--- config.mk ---
export PLATFORM = sky130hd
export DESIGN_NAME = huffman_stream_feeder
export DESIGN_NICKNAME = d
export VERILOG_FILES = /design/src/rtl/huffman_stream_feeder.sv
export SDC_FILE = /design/constraint.sdc
export NUM_CORES = 1
export LEC_CHECK = 0
export ABC_CLOCK_PERIOD_IN_PS = 8350
export CORE_ASPECT_RATIO = 1.4
export CORE_UTILIZATION = 42
export CTS_BUF_LIST = sky130_fd_sc_hd__clkbuf_8 sky130_fd_sc_hd__clkbuf_16
export DETAILED_ROUTE_END_ITERATION = 8
export PLACE_DENSITY_LB_ADDON = 0.15
export SLEW_MARGIN = 0
export SYNTH_ARGS = -nofsm -noshare
export SYNTH_HDL_FRONTEND = slang
export SYNTH_SLANG_ARGS = --single-unit
--- constraint.sdc ---
create_clock -name clk -period 8.35 [get_ports clk]
set_input_delay 2.505 -clock clk [delete_from_list [all_inputs] [get_ports clk]]
set_output_delay 2.505 -clock clk [all_outputs]
set_load 0.02 [all_outputs]
--- src/rtl/huffman_stream_feeder.sv ---
// Bit-stream sequencer ahead of the Huffman decoder: packs upstream words
// into a left-aligned buffer and retires decoder-reported code lengths.
module huffman_stream_feeder #(
  parameter int WORD_W = 16,
  parameter int CNT_W  = 16
) (
  input  logic              clk,
  input  logic              rst,
  input  logic              start,
  input  logic [CNT_W-1:0]  sym_count,
  input  logic [WORD_W-1:0] in_data,
  input  logic              in_valid,
  output logic              in_ready,
  output logic [9:0]        window,
  output logic              window_valid,
  input  logic              dec_done,
  input  logic [3:0]        dec_len,
  output logic              busy,
  output logic              done,
  output logic              err,
  output logic [CNT_W-1:0]  sym_idx
);

  localparam int BUF_W  = 2 * WORD_W;
  localparam int FILL_W = $clog2(BUF_W) + 1;

  typedef enum logic [1:0] {
    S_IDLE,
    S_RUN,
    S_DONE,
    S_ERR
  } state_t;

  state_t             state_q, state_d;
  logic [BUF_W-1:0]   buf_q, buf_d;
  logic [FILL_W-1:0]  fill_q, fill_d;
  logic [CNT_W-1:0]   idx_q, idx_d;
  logic [CNT_W-1:0]   tgt_q, tgt_d;

  logic               len_ok;
  logic               consume;
  logic               accept;
  logic [BUF_W-1:0]   buf_base;
  logic [FILL_W-1:0]  fill_base;
  logic [BUF_W-1:0]   word_ext;
  logic [CNT_W-1:0]   idx_inc;

  assign in_ready     = (state_q == S_RUN) &&
                        (fill_q <= FILL_W'(BUF_W - WORD_W));
  assign window_valid = (state_q == S_RUN) && (fill_q >= FILL_W'(10));
  assign window       = buf_q[BUF_W-1 -: 10];
  assign busy         = (state_q == S_RUN);
  assign done         = (state_q == S_DONE);
  assign err          = (state_q == S_ERR);
  assign sym_idx      = idx_q;

  assign len_ok   = (dec_len != 4'd0) && (dec_len <= 4'd10);
  assign consume  = dec_done && window_valid && len_ok;
  assign accept   = in_valid && in_ready;
  assign word_ext = {in_data, {WORD_W{1'b0}}};
  assign idx_inc  = idx_q + CNT_W'(1);

  always_comb begin
    state_d   = state_q;
    buf_d     = buf_q;
    fill_d    = fill_q;
    idx_d     = idx_q;
    tgt_d     = tgt_q;
    buf_base  = buf_q;
    fill_base = fill_q;
    if (start && (state_q != S_RUN)) begin
      buf_d   = '0;
      fill_d  = '0;
      idx_d   = '0;
      tgt_d   = sym_count;
      // An empty frame finishes at once so no word is ever taken.
      state_d = (sym_count == '0) ? S_DONE : S_RUN;
    end else if (state_q == S_RUN) begin
      if (dec_done && !consume) begin
        state_d = S_ERR;
      end else begin
        if (consume) begin
          buf_base  = buf_q << dec_len;
          fill_base = fill_q - FILL_W'(dec_len);
          idx_d     = idx_inc;
          if (idx_inc == tgt_q) state_d = S_DONE;
        end
        buf_d  = buf_base;
        fill_d = fill_base;
        // Append below whatever survived this cycle's shift.
        if (accept) begin
          buf_d  = buf_base | (word_ext >> fill_base);
          fill_d = fill_base + FILL_W'(WORD_W);
        end
      end
    end
  end

  always_ff @(posedge clk or posedge rst) begin
    if (rst) begin
      state_q <= S_IDLE;
      buf_q   <= '0;
      fill_q  <= '0;
      idx_q   <= '0;
      tgt_q   <= '0;
    end else begin
      state_q <= state_d;
      buf_q   <= buf_d;
      fill_q  <= fill_d;
      idx_q   <= idx_d;
      tgt_q   <= tgt_d;
    end
  end

endmodule

**Word-level counts from Yosys, hierarchy flattened**

Cells that the tools add are included.

- Register bits after elaboration: 72
- Latch bits: 0
- Memory bits (writable): 0
- Memory bits (read-only): 0
- Input bits: 41
- Output and inout port bits: 31
- Memories kept: 0

- Add/sub/neg operators: 3
- Multiply operators: 0
- Divide/modulo/power cells: 0
- Magnitude comparators: 3
- Eq/ne operators: 6
- Shifts and indexed selects: 2
- Multiplexer cells: 26
- Bitwise logic cells: 1
- Reduce and logical (&&, ||, !) cells: 18

Operators with widths:

| cell | number |
|---|---|
| 2-to-1 mux 32 bit | 8 |
| 2-to-1 mux 16 bit | 4 |
| 2-to-1 mux 6 bit | 8 |
| OR 32 bit | 1 |
| << shifter 32 x 4 -> 32 bit | 1 |
| right shift 32 x 6 -> 32 bit | 1 |
| adder 16 x 1 -> 16 bit (second input constant) | 1 |
| == test 16 bit | 1 |
| zero test 16 bit | 1 |
| 2-to-1 mux 2 bit | 6 |
| logical AND 1 bit | 8 |
| adder 6 x 5 -> 6 bit (second input constant) | 1 |
| greater-or-equal comparator 6 x 4 -> 1 bit (second input constant) | 1 |
| <= comparator 6 x 5 -> 1 bit (second input constant) | 1 |
| AND reduction 3 bit | 2 |
| nonzero test 3 bit | 2 |
| subtractor 6 x 4 -> 6 bit | 1 |
| == test 2 bit (second input constant) | 2 |
| <= comparator 4 bit (second input constant) | 1 |
| nonzero test 2 bit | 2 |
| nonzero test 4 bit | 1 |
| == test 2 x 1 -> 1 bit (second input constant) | 1 |
| inequality test 2 x 1 -> 1 bit (second input constant) | 1 |
| inequality test 2 bit (second input constant) | 1 |
| other kinds (2) | 2 |

**Logic depth before layout (Yosys ltp)**

Gate-level depths: netlist of run 1.

- Depth in word-level cells: 15
- Gate-level depth with buffers: 14
- Mapped depth without buffers: 11

**Least setup slack after synthesis of run 1**

Ideal clock, no wire load.

- Path kind: input -> register
- Start: in dec_len[2]
- End: reg buf_q[1]
- Library setup time: 0.090 ns
- Arrival: 5.414 ns
- Setup slack: 2.845 ns
- Cell stages on the path: 13
- Cell sequence: buf_2 inv_1 buf_1 clkbuf_1 ha_1 a21o_1 a2111oi_2 xnor2_1 clkbuf_1 nand3_1 o32ai_1 o211ai_1 o221ai_1

- Cells in the longest elaborated chain, start to end: 13

RTL lines:

| item | line | RTL |
|---|---|---|
| from (decl) | 17 | `input logic [3:0] dec_len,` |
| <= comparator 4 bit / nonzero test 4 bit (equally long branches) | 57 | `assign len_ok = (dec_len != 4'd0) && (dec_len <= 4'd10);` |
| logical AND 1 bit | 57 |  |
| logical AND 1 bit | 58 | `assign consume = dec_done && window_valid && len_ok;` |
| 2-to-1 mux 6 bit | 82 | `if (consume) begin` |
| 2-to-1 mux 6 bit | 79 | `if (dec_done && !consume) begin` |
| 2-to-1 mux 6 bit | 78 | `end else if (state_q == S_RUN) begin` |
| 2-to-1 mux 6 bit | 71 | `if (start && (state_q != S_RUN)) begin` |
| right shift 32 x 6 -> 32 bit | 92 | `buf_d = buf_base \| (word_ext >> fill_base);` |
| OR 32 bit | 92 |  |
| 2-to-1 mux 32 bit | 91 | `if (accept) begin` |
| 2-to-1 mux 32 bit | 79 |  |
| 2-to-1 mux 32 bit | 78 |  |
| 2-to-1 mux 32 bit | 71 |  |
| to (signal assigned) | 108 | `buf_q <= buf_d;` |
| to (decl) | 35 | `logic [BUF_W-1:0] buf_q, buf_d;` |

Several ways; a longest one is shown, not always the timed one. The select of a mux whose other input is x is not followed.
A chain may end at the register's enable or synchronous reset.

**Final worst setup path of run 1**

- Start: in dec_len[1]
- End: reg buf_q[22]

Same word-level chain as after synthesis.

==> summary.md, run 1 <==
| Metric | Value |
|---|---|
| Tightest slew margin relative to the limit | 28.8% |
| Effective utilization at floorplan | 42.8% |
| Post-synthesis async set-or-reset flop share | 100% |
| Cells after synthesis | about 850 |
| Part of the power in registers | 31.0% |
| Data arrival time of the critical path | 6420 ps |
| Vias in the first global route | between 6000 and 7000 |
| Cell-internal power | ~940 uW |
| Number of slew-limit violations in the final report | 0 |
| Overall global routing resource usage | 30.3% |
| Maximum number of pins on one net before global-route repair | 73 |
| Top cell type's share of synthesized area | about 27% |
| Main area contributors after synthesis | sky130_fd_sc_hd__dfrtp_1 (27%), sky130_fd_sc_hd__mux2i_1 (9.2%), sky130_fd_sc_hd__nand2_1 (8.2%) |
| CTS Hold Buffers Added | 0 |
| Power dissipated by switching net loads | 671 uW |
| Antenna Nets Post-Route | 0 |
| Worst hold path stage count | 2 |
| Std cell rows | 54 |
| Reg-to-reg critical path startpoint | fill_q[1]$_DFFE_PP0P_ |
| Min Clock Period, post-route | a little over 6000 ps |
| Count of buffers from port buffering | 71 |
| Mean Syn Cell Area | 7.87 um2 |
| CTS tree | yes |
| Via-per-instance ratio | 6.43 |
| First-pass GRT wire length | 37.3 mm |
| Fraction of the cycle the final worst path needs | 74.7% |
| Dpl cell area | 7340 um2 |
| Number of nets in the synthesized netlist | ~890 |
| Total count of hold-check failures in the final report | 0 |
| Required time of the critical path | 8540 ps |
| Setup violations, final | 0 |
| Status | finished, final reports clean |
| Reg2reg setup slack | 3760 ps |
| Origin of the worst min-delay path | tgt_q[6]$_DFFE_PP0P_ |
| Dominant register cell in the synthesized netlist | sky130_fd_sc_hd__dfrtp_1 |
| Vias after detailed routing | 6839 |
| Clock Pin Slew Worst Setup and Hold Paths | about 60 ps |
| Post-Syn Area | 6660 um2 |
| Clock skew after layout | ~7.0 ps |
| Comb pwr share | between 40% and 50% |
| CP Launch Point | dec_len[1] |
| Clock Latency Late Sink | 340 ps |
| Height of the die | 151 um |
| P_leak | 0.00315 uW |
| Total Wirelength | 23.9 mm |
| Ant diodes | 0 |
| Fraction of layout cells with a size suffix above 1 | 7.49% |
| Top achievable clock speed | approximately 160 MHz |
| Iter 0 DRT Violations | approximately 600 |
| Post-cts sizing count | 0 |
| Core Area | 15500 um2 |
| Clock root cell | sky130_fd_sc_hd__clkbuf_16 |
| Reg2reg end | buf_q[25]$_DFFE_PP0P_ |
| Biggest fanout along the worst timing path | 29 |
| Fraction of power consumed by the clock network | 24.6% |
| Final nets | 912 |
| Final TNS setup | 0 ps |
| Post-DP HPWL | between 15 and 20 mm |
| Sequential-to-total area share from yosys stat | 27.1% |
| Final weighted congestion in routability-driven placement | 1.05 |
| Die Outline Area | 16400 um2 |
| Number of synthesis warnings | 0 |
| Clock buffers created by TritonCTS | 9 |
| Die X | 108 um |
| Kind of launch point of the worst setup path | input port |
| Total number of H-tree levels | 3 |
| Worst-case clock buffer depth | 2 |
| Capturing element type of the critical path | flip-flop |
| Number of remaining DRC errors | 0 |
| Class of the tightest hold or removal check | flip-flop to flip-flop |
| Power density of the placed cells | roughly 210 nW/um2 |
| Max_cap viols | 0 |
| Clock sinks | 72 |
| Growth of design area from synthesis to finish | 14.7% |
| Number of antenna violations at the first check in global routing | 0 |
| Number of synthesized register bits | just over 70 |
| Type of the setup path with the least slack | input port to flip-flop |
| I/O pin count | 72 |
| Unrepaired setup endpoints after global routing | no |
| Fillers | about 1600 |
| Congestion Overflow GR | 0 |
| Number of distinct library cells after synthesis | 81 |
| WHS Endpoint | tgt_q[6]$_DFFE_PP0P_ |
| Maximum ir drop on the vdd rail | 106 uV |
| Most common cell in the synthesized netlist | sky130_fd_sc_hd__nand2_1 |
| Cell types with the highest counts after synthesis | sky130_fd_sc_hd__nand2_1 (146), sky130_fd_sc_hd__dfrtp_1 (72), sky130_fd_sc_hd__mux2i_1 (61), sky130_fd_sc_hd__o21ai_0 (52), sky130_fd_sc_hd__nor2_1 (50) |
| Library cell occupying the most area in the post-synthesis netlist | sky130_fd_sc_hd__dfrtp_1 |
| Switching share of power | 41.6% |
| Postcts setup bufs | 0 |
| Core Util, Final | 49.1% |
| Post-Layout Inst Area | 7630 um2 |
| EDFF count, synth | 0 |
| Number of cell instances on the worst register-to-register path | 7 |
| Initial DRT Pass Iterations | 5 |
| Post-detailed-route wirelength per cell | 22.5 um |
| Worst-Margin Slew | between 1000 and 1500 ps |
-- how the worst max path moves through the flow --
stage                            end  slack (ps)
2_1_floorplan   buf_q[1]$_DFFE_PP0P_        2850
3_3_place_gp   buf_q[11]$_DFFE_PP0P_        1820
3_5_place_dp   buf_q[11]$_DFFE_PP0P_        1800
4_1_cts        buf_q[22]$_DFFE_PP0P_        2160
5_1_grt        buf_q[22]$_DFFE_PP0P_        1920
6_report       buf_q[22]$_DFFE_PP0P_        2110
-- critical path: stages --
cell and delay (ps):
sky130_fd_sc_hd__clkdlybuf4s50_1 450, sky130_fd_sc_hd__buf_4 300, sky130_fd_sc_hd__inv_2 340, sky130_fd_sc_hd__fa_1 1010, sky130_fd_sc_hd__nand2b_1 180, sky130_fd_sc_hd__a211oi_1 60, sky130_fd_sc_hd__a311oi_1 580, sky130_fd_sc_hd__mux2_2 280
sky130_fd_sc_hd__mux2i_1 100, sky130_fd_sc_hd__mux2i_1 420, sky130_fd_sc_hd__o221ai_1 180
-- logic make-up (layout without fill, tap and decap cells) --
| group | Yosys count | count (layout) | share of synthesized area, % |
|---|---|---|---|
| AND/OR/NAND/NOR | 330 | 330 | 22.9 |
| AO/OA/AOI/OAI | 248 | 248 | 26.6 |
| buffers and inverters | 87 | 109 | 5.99 |
| multiplexers | 76 | 76 | 12.4 |
| flip-flops | 72 | 72 | 27.1 |
| XOR/XNOR | 27 | 27 | 3.78 |
| adder cells (fa/ha/maj) | 6 | 6 | 1.24 |
-- flip-flops by register name (all words and copies together), names as in the netlist --
name	flops
fill_q	6
tgt_q	16
state_q	2
buf_q	32
sym_idx	16
-- metrics by stage --
step / std cells / hold WS [ps] / setup slack, ps / total power [uW]
detailed placement: 1050 / 483 / 1800 / 1210
floorplan: 846 / 466 / 2850 / 988
global route: 1064 / 516 / 1920 / 1710
finish: 1064 / 493 / 2110 / 1610
global placement: 1050 / 480 / 1820 / 1210
CTS: 1064 / 497 / 2160 / 1610
-- power by group through the flow --
stage	logic (uW)	clock network, uW	registers [uW]
6_report	716	397	500
5_1_grt	781	416	509
4_1_cts	711	401	497
3_5_place_dp	708	0	503
3_3_place_gp	703	0	503
2_1_floorplan	510	0	478
-- placed cells by master (no fill, tap or decap), types with 10 or more instances in the layout --
| master | Yosys | layout |
|---|---|---|
| sky130_fd_sc_hd__nand2_1 | 146 | 146 |
| sky130_fd_sc_hd__dfrtp_1 | 72 | 72 |
| sky130_fd_sc_hd__clkdlybuf4s50_1 | 0 | 70 |
| sky130_fd_sc_hd__mux2i_1 | 61 | 61 |
| sky130_fd_sc_hd__o21ai_0 | 52 | 52 |
| sky130_fd_sc_hd__nor2_1 | 50 | 49 |
| sky130_fd_sc_hd__a21oi_1 | 45 | 45 |
| sky130_fd_sc_hd__nand3_1 | 42 | 42 |
| sky130_fd_sc_hd__a211oi_1 | 25 | 25 |
| sky130_fd_sc_hd__xnor2_1 | 17 | 17 |
| sky130_fd_sc_hd__nand4_1 | 14 | 14 |
| sky130_fd_sc_hd__o221ai_1 | 14 | 14 |
| sky130_fd_sc_hd__nand2b_1 | 13 | 13 |
| sky130_fd_sc_hd__and2_1 | 12 | 12 |
| sky130_fd_sc_hd__inv_1 | 12 | 11 |
| sky130_fd_sc_hd__mux2_2 | 11 | 11 |
| sky130_fd_sc_hd__a31oi_1 | 11 | 11 |
| sky130_fd_sc_hd__nor3_1 | 10 | 10 |
| sky130_fd_sc_hd__buf_4 | 13 | 10 |
-- per-layer routing --
layer	up-vias	share of wire [%]	track usage, %
li1	3165	-	-
met1	3286	38	34.9
met2	313	51	52.7
met3	75	5.4	4.39
met4	0	5.7	17.8
met5	-	0	0
-- layout make-up --
cell class	count	area, um2	share of cell area [%]
Clock inverter	3	42.5	0.557
Timing Repair Buffer	81	781	10.2
Inverter	14	52.6	0.688
Sequential cell	72	1800	23.6
Multi-Input combinational cell	687	4460	58.4
Clock buffer	11	253	3.31
Tap cell	196	245	3.21
Power figures use the tool's default switching activity.
==> inputs of run 2 (changes only) <==
Settings changed: ABC_CLOCK_PERIOD_IN_PS 8350 to 6200.
Clock period 8.35 ns to 6.2 ns, I/O delays scaled along.
==> run 2 against run 1 <==
Final cell count is 0.75% higher. Clock power up 29%. Critical path depth down 2. Non-clock buffer count is 7 higher. Sequential power increased by 35%. Critical endpoint is now buf_q[16]$_DFFE_PP0P_. Design area rose by 0.56%.
==> summary.md, run 2 (same netlist as run 1, synthesis figures left out) <==
| Metric | Value |
|---|---|
| Unrepaired setup endpoints after global routing | no |
| CTS tree | yes |
| Congestion Overflow GR | 0 (unchanged) |
| CTS Hold Buffers Added | 0 (unchanged) |
| Worst-Margin Slew | 979 ps (-61.8 ps) |
| Antenna Nets Post-Route | 0 (unchanged) |
| Number of antenna violations at the first check in global routing | 0 (unchanged) |
| Status | finished, final reports clean |
| Final nets | 919 (+0.77%) |
| Clock root cell | sky130_fd_sc_hd__clkbuf_16 |
| Final weighted congestion in routability-driven placement | 0.916 (-12%) |
| Clock Latency Late Sink | 340 ps (about the same) |
| Clock Pin Slew Worst Setup and Hold Paths | 60 ps (about the same) |
| Effective utilization at floorplan | 42.8% (unchanged) |
| Ant diodes | 0 (unchanged) |
| I/O pin count | 72 (unchanged) |
| Grt met2 use | 52.7% (about the same) |
| Cell count after placement | 1057 (+0.67%) |
| Core Area | 15500 um2 (unchanged) |
| Number of remaining DRC errors | 0 (unchanged) |
| Required time of the critical path | 6390 ps (-2150 ps) |
| Total number of H-tree levels | 3 (unchanged) |
| Power density of the placed cells | 280 nW/um2 (+33%) |
| Tightest slew margin relative to the limit | 34.7% (+5.9 points) |
| Die Outline Area | 16400 um2 (unchanged) |
| First-pass GRT wire length | 36.4 mm (-2.4%) |
| Maximum number of pins on one net before global-route repair | 63 (-14%) |
| Count of buffers from port buffering | 71 (unchanged) |
| Clock sinks | 72 (unchanged) |
| Worst-case clock buffer depth | 2 (unchanged) |
| Final standard cell count with taps included and fillers excluded | 1072 (+0.75%) |
| Class of the tightest hold or removal check | flip-flop to flip-flop |
| Vias after detailed routing | 6758 (-1.2%) |
| Final TNS setup | 0 ps (unchanged) |
| Most flops, register | buf_q |
| Core Util, Final | 49.4% (+0.27 points) |
| Type of the setup path with the least slack | input port to flip-flop |
| Biggest fanout along the worst timing path | 16 (-45%) |
| Die X | 108 um (unchanged) |
| Number of slew-limit violations in the final report | 0 (unchanged) |
| Commonest non-fill, non-tap cells in the layout | sky130_fd_sc_hd__nand2_1 (146), sky130_fd_sc_hd__dfrtp_1 (72), sky130_fd_sc_hd__clkdlybuf4s50_1 (70), sky130_fd_sc_hd__mux2i_1 (61), sky130_fd_sc_hd__o21ai_0 (52) |
| Max reg flops | 32 (unchanged) |
| Height of the die | 151 um (unchanged) |
| Post-cts sizing count | 0 (unchanged) |
| P_leak | 0.00318 uW (+0.90%) |
| Fraction of layout cells with a size suffix above 1 | 8.11% (+0.62 points) |
| Fraction of the cycle the final worst path needs | between 80% and 90% |
| Initial DRT Pass Iterations | 5 (unchanged) |
| Post-detailed-route wirelength per cell | 21.4 um (-4.8%) |
| Vias in the first global route | 6715 (+1.8%) |
| Capturing element type of the critical path | flip-flop |
| Most common cell after layout, fill and taps aside | sky130_fd_sc_hd__nand2_1 |
| Maximum ir drop on the vdd rail | 143 uV (+35%) |
| Data arrival time of the critical path | 5320 ps (-1100 ps) |
| Post-DP HPWL | 17.3 mm (-2.5%) |
| Most utilized layer in the global route result | met2 |
| Met1 track utilization from global routing | 33.7% (-1.2 points) |
| Max_cap viols | 0 (unchanged) |
| Min Clock Period, post-route | 5120 ps |
| Setup violations, final | 0 (unchanged) |
| Kind of launch point of the worst setup path | input port |
| Postcts setup bufs | 0 (unchanged) |
| Clock skew after layout | 7.17 ps (+0.123 ps) |
| Met3 Use GR | 3.66% (-0.73 points) |
| Clock buffers created by TritonCTS | 9 (unchanged) |
| Overall global routing resource usage | 29.2% (-1.1 points) |
| Total Wirelength | 23.0 mm (-4.0%) |
| Std cell rows | 54 (unchanged) |
| Via-per-instance ratio | 6.30 (-1.9%) |
| Growth of design area from synthesis to finish | 15.3% |
| Iter 0 DRT Violations | 476 (-21%) |
| Top achievable clock speed | 195 MHz |
| Total count of hold-check failures in the final report | 0 (unchanged) |
run 2: cell count changes in the layout (fill, tap and decap cells not counted), sizes merged:
cell	delta
buf	+7
clkbuf	-2
clkinv	+1
clkinvlp	+1
inv	+1
run 2: cell type report:
class	instances	area (um2)
timing repair buffer	88	833
fill	1560	7860
clock inverter	6	62.6
tap	196	245
multi-input combinational	687	4460
clock buffer	9	225
sequential	72	1800
inverter	14	52.6
run 2: metrics by stage:
| stage | instance area [um2] | power, uW | setup slack [ps] | hold slack (ps) |
|---|---|---|---|---|
| after floorplan | 6660 | 1330 | 1340 | 466 |
| after global placement | 7390 | 1620 | 742 | 480 |
| after detailed placement | 7390 | 1630 | 757 | 482 |
| after CTS | 7680 | 2150 | 1100 | 496 |
| after global routing | 7680 | 2270 | 891 | 521 |
| final | 7680 | 2150 | 1080 | 491 |
run 2: final timing paths:
kind	startpoint	to	slack [ps]	cells past startpoint
max in group asynchronous	rst	buf_q[6]$_DFFE_PP0P_	3170	3
min	tgt_q[0]$_DFFE_PP0P_	tgt_q[0]$_DFFE_PP0P_	490	2
min in group asynchronous	rst	tgt_q[4]$_DFFE_PP0P_	2060	2
min reg2reg	tgt_q[0]$_DFFE_PP0P_	tgt_q[0]$_DFFE_PP0P_	490	2
max reg2reg	fill_q[1]$_DFFE_PP0P_	buf_q[23]$_DFFE_PP0P_	2050	9
max	dec_len[2]	buf_q[16]$_DFFE_PP0P_	1080	9
run 2: power breakdown:
group | internal (uW) | leakage, uW | switching (uW)
logic | 380 | 0.00207 | 580
registers | 566 | 0.000971 | 109
clock network | 308 | 0.000139 | 206
run 2: metal layers:
layer,up-vias,share of wire (%)
met2,252,52
li1,3178,-
met4,0,4.6
met3,63,5.1
met1,3265,39
met5,-,0
run 2: critical path, stage by stage:
cell and delay (ps):
sky130_fd_sc_hd__clkdlybuf4s50_1 680, sky130_fd_sc_hd__a21o_1 320, sky130_fd_sc_hd__a21oi_2 440, sky130_fd_sc_hd__nand3_1 260, sky130_fd_sc_hd__nand2_1 520, sky130_fd_sc_hd__mux4_2 650, sky130_fd_sc_hd__and2_1 200, sky130_fd_sc_hd__nor2_1 210
sky130_fd_sc_hd__o221ai_1 160
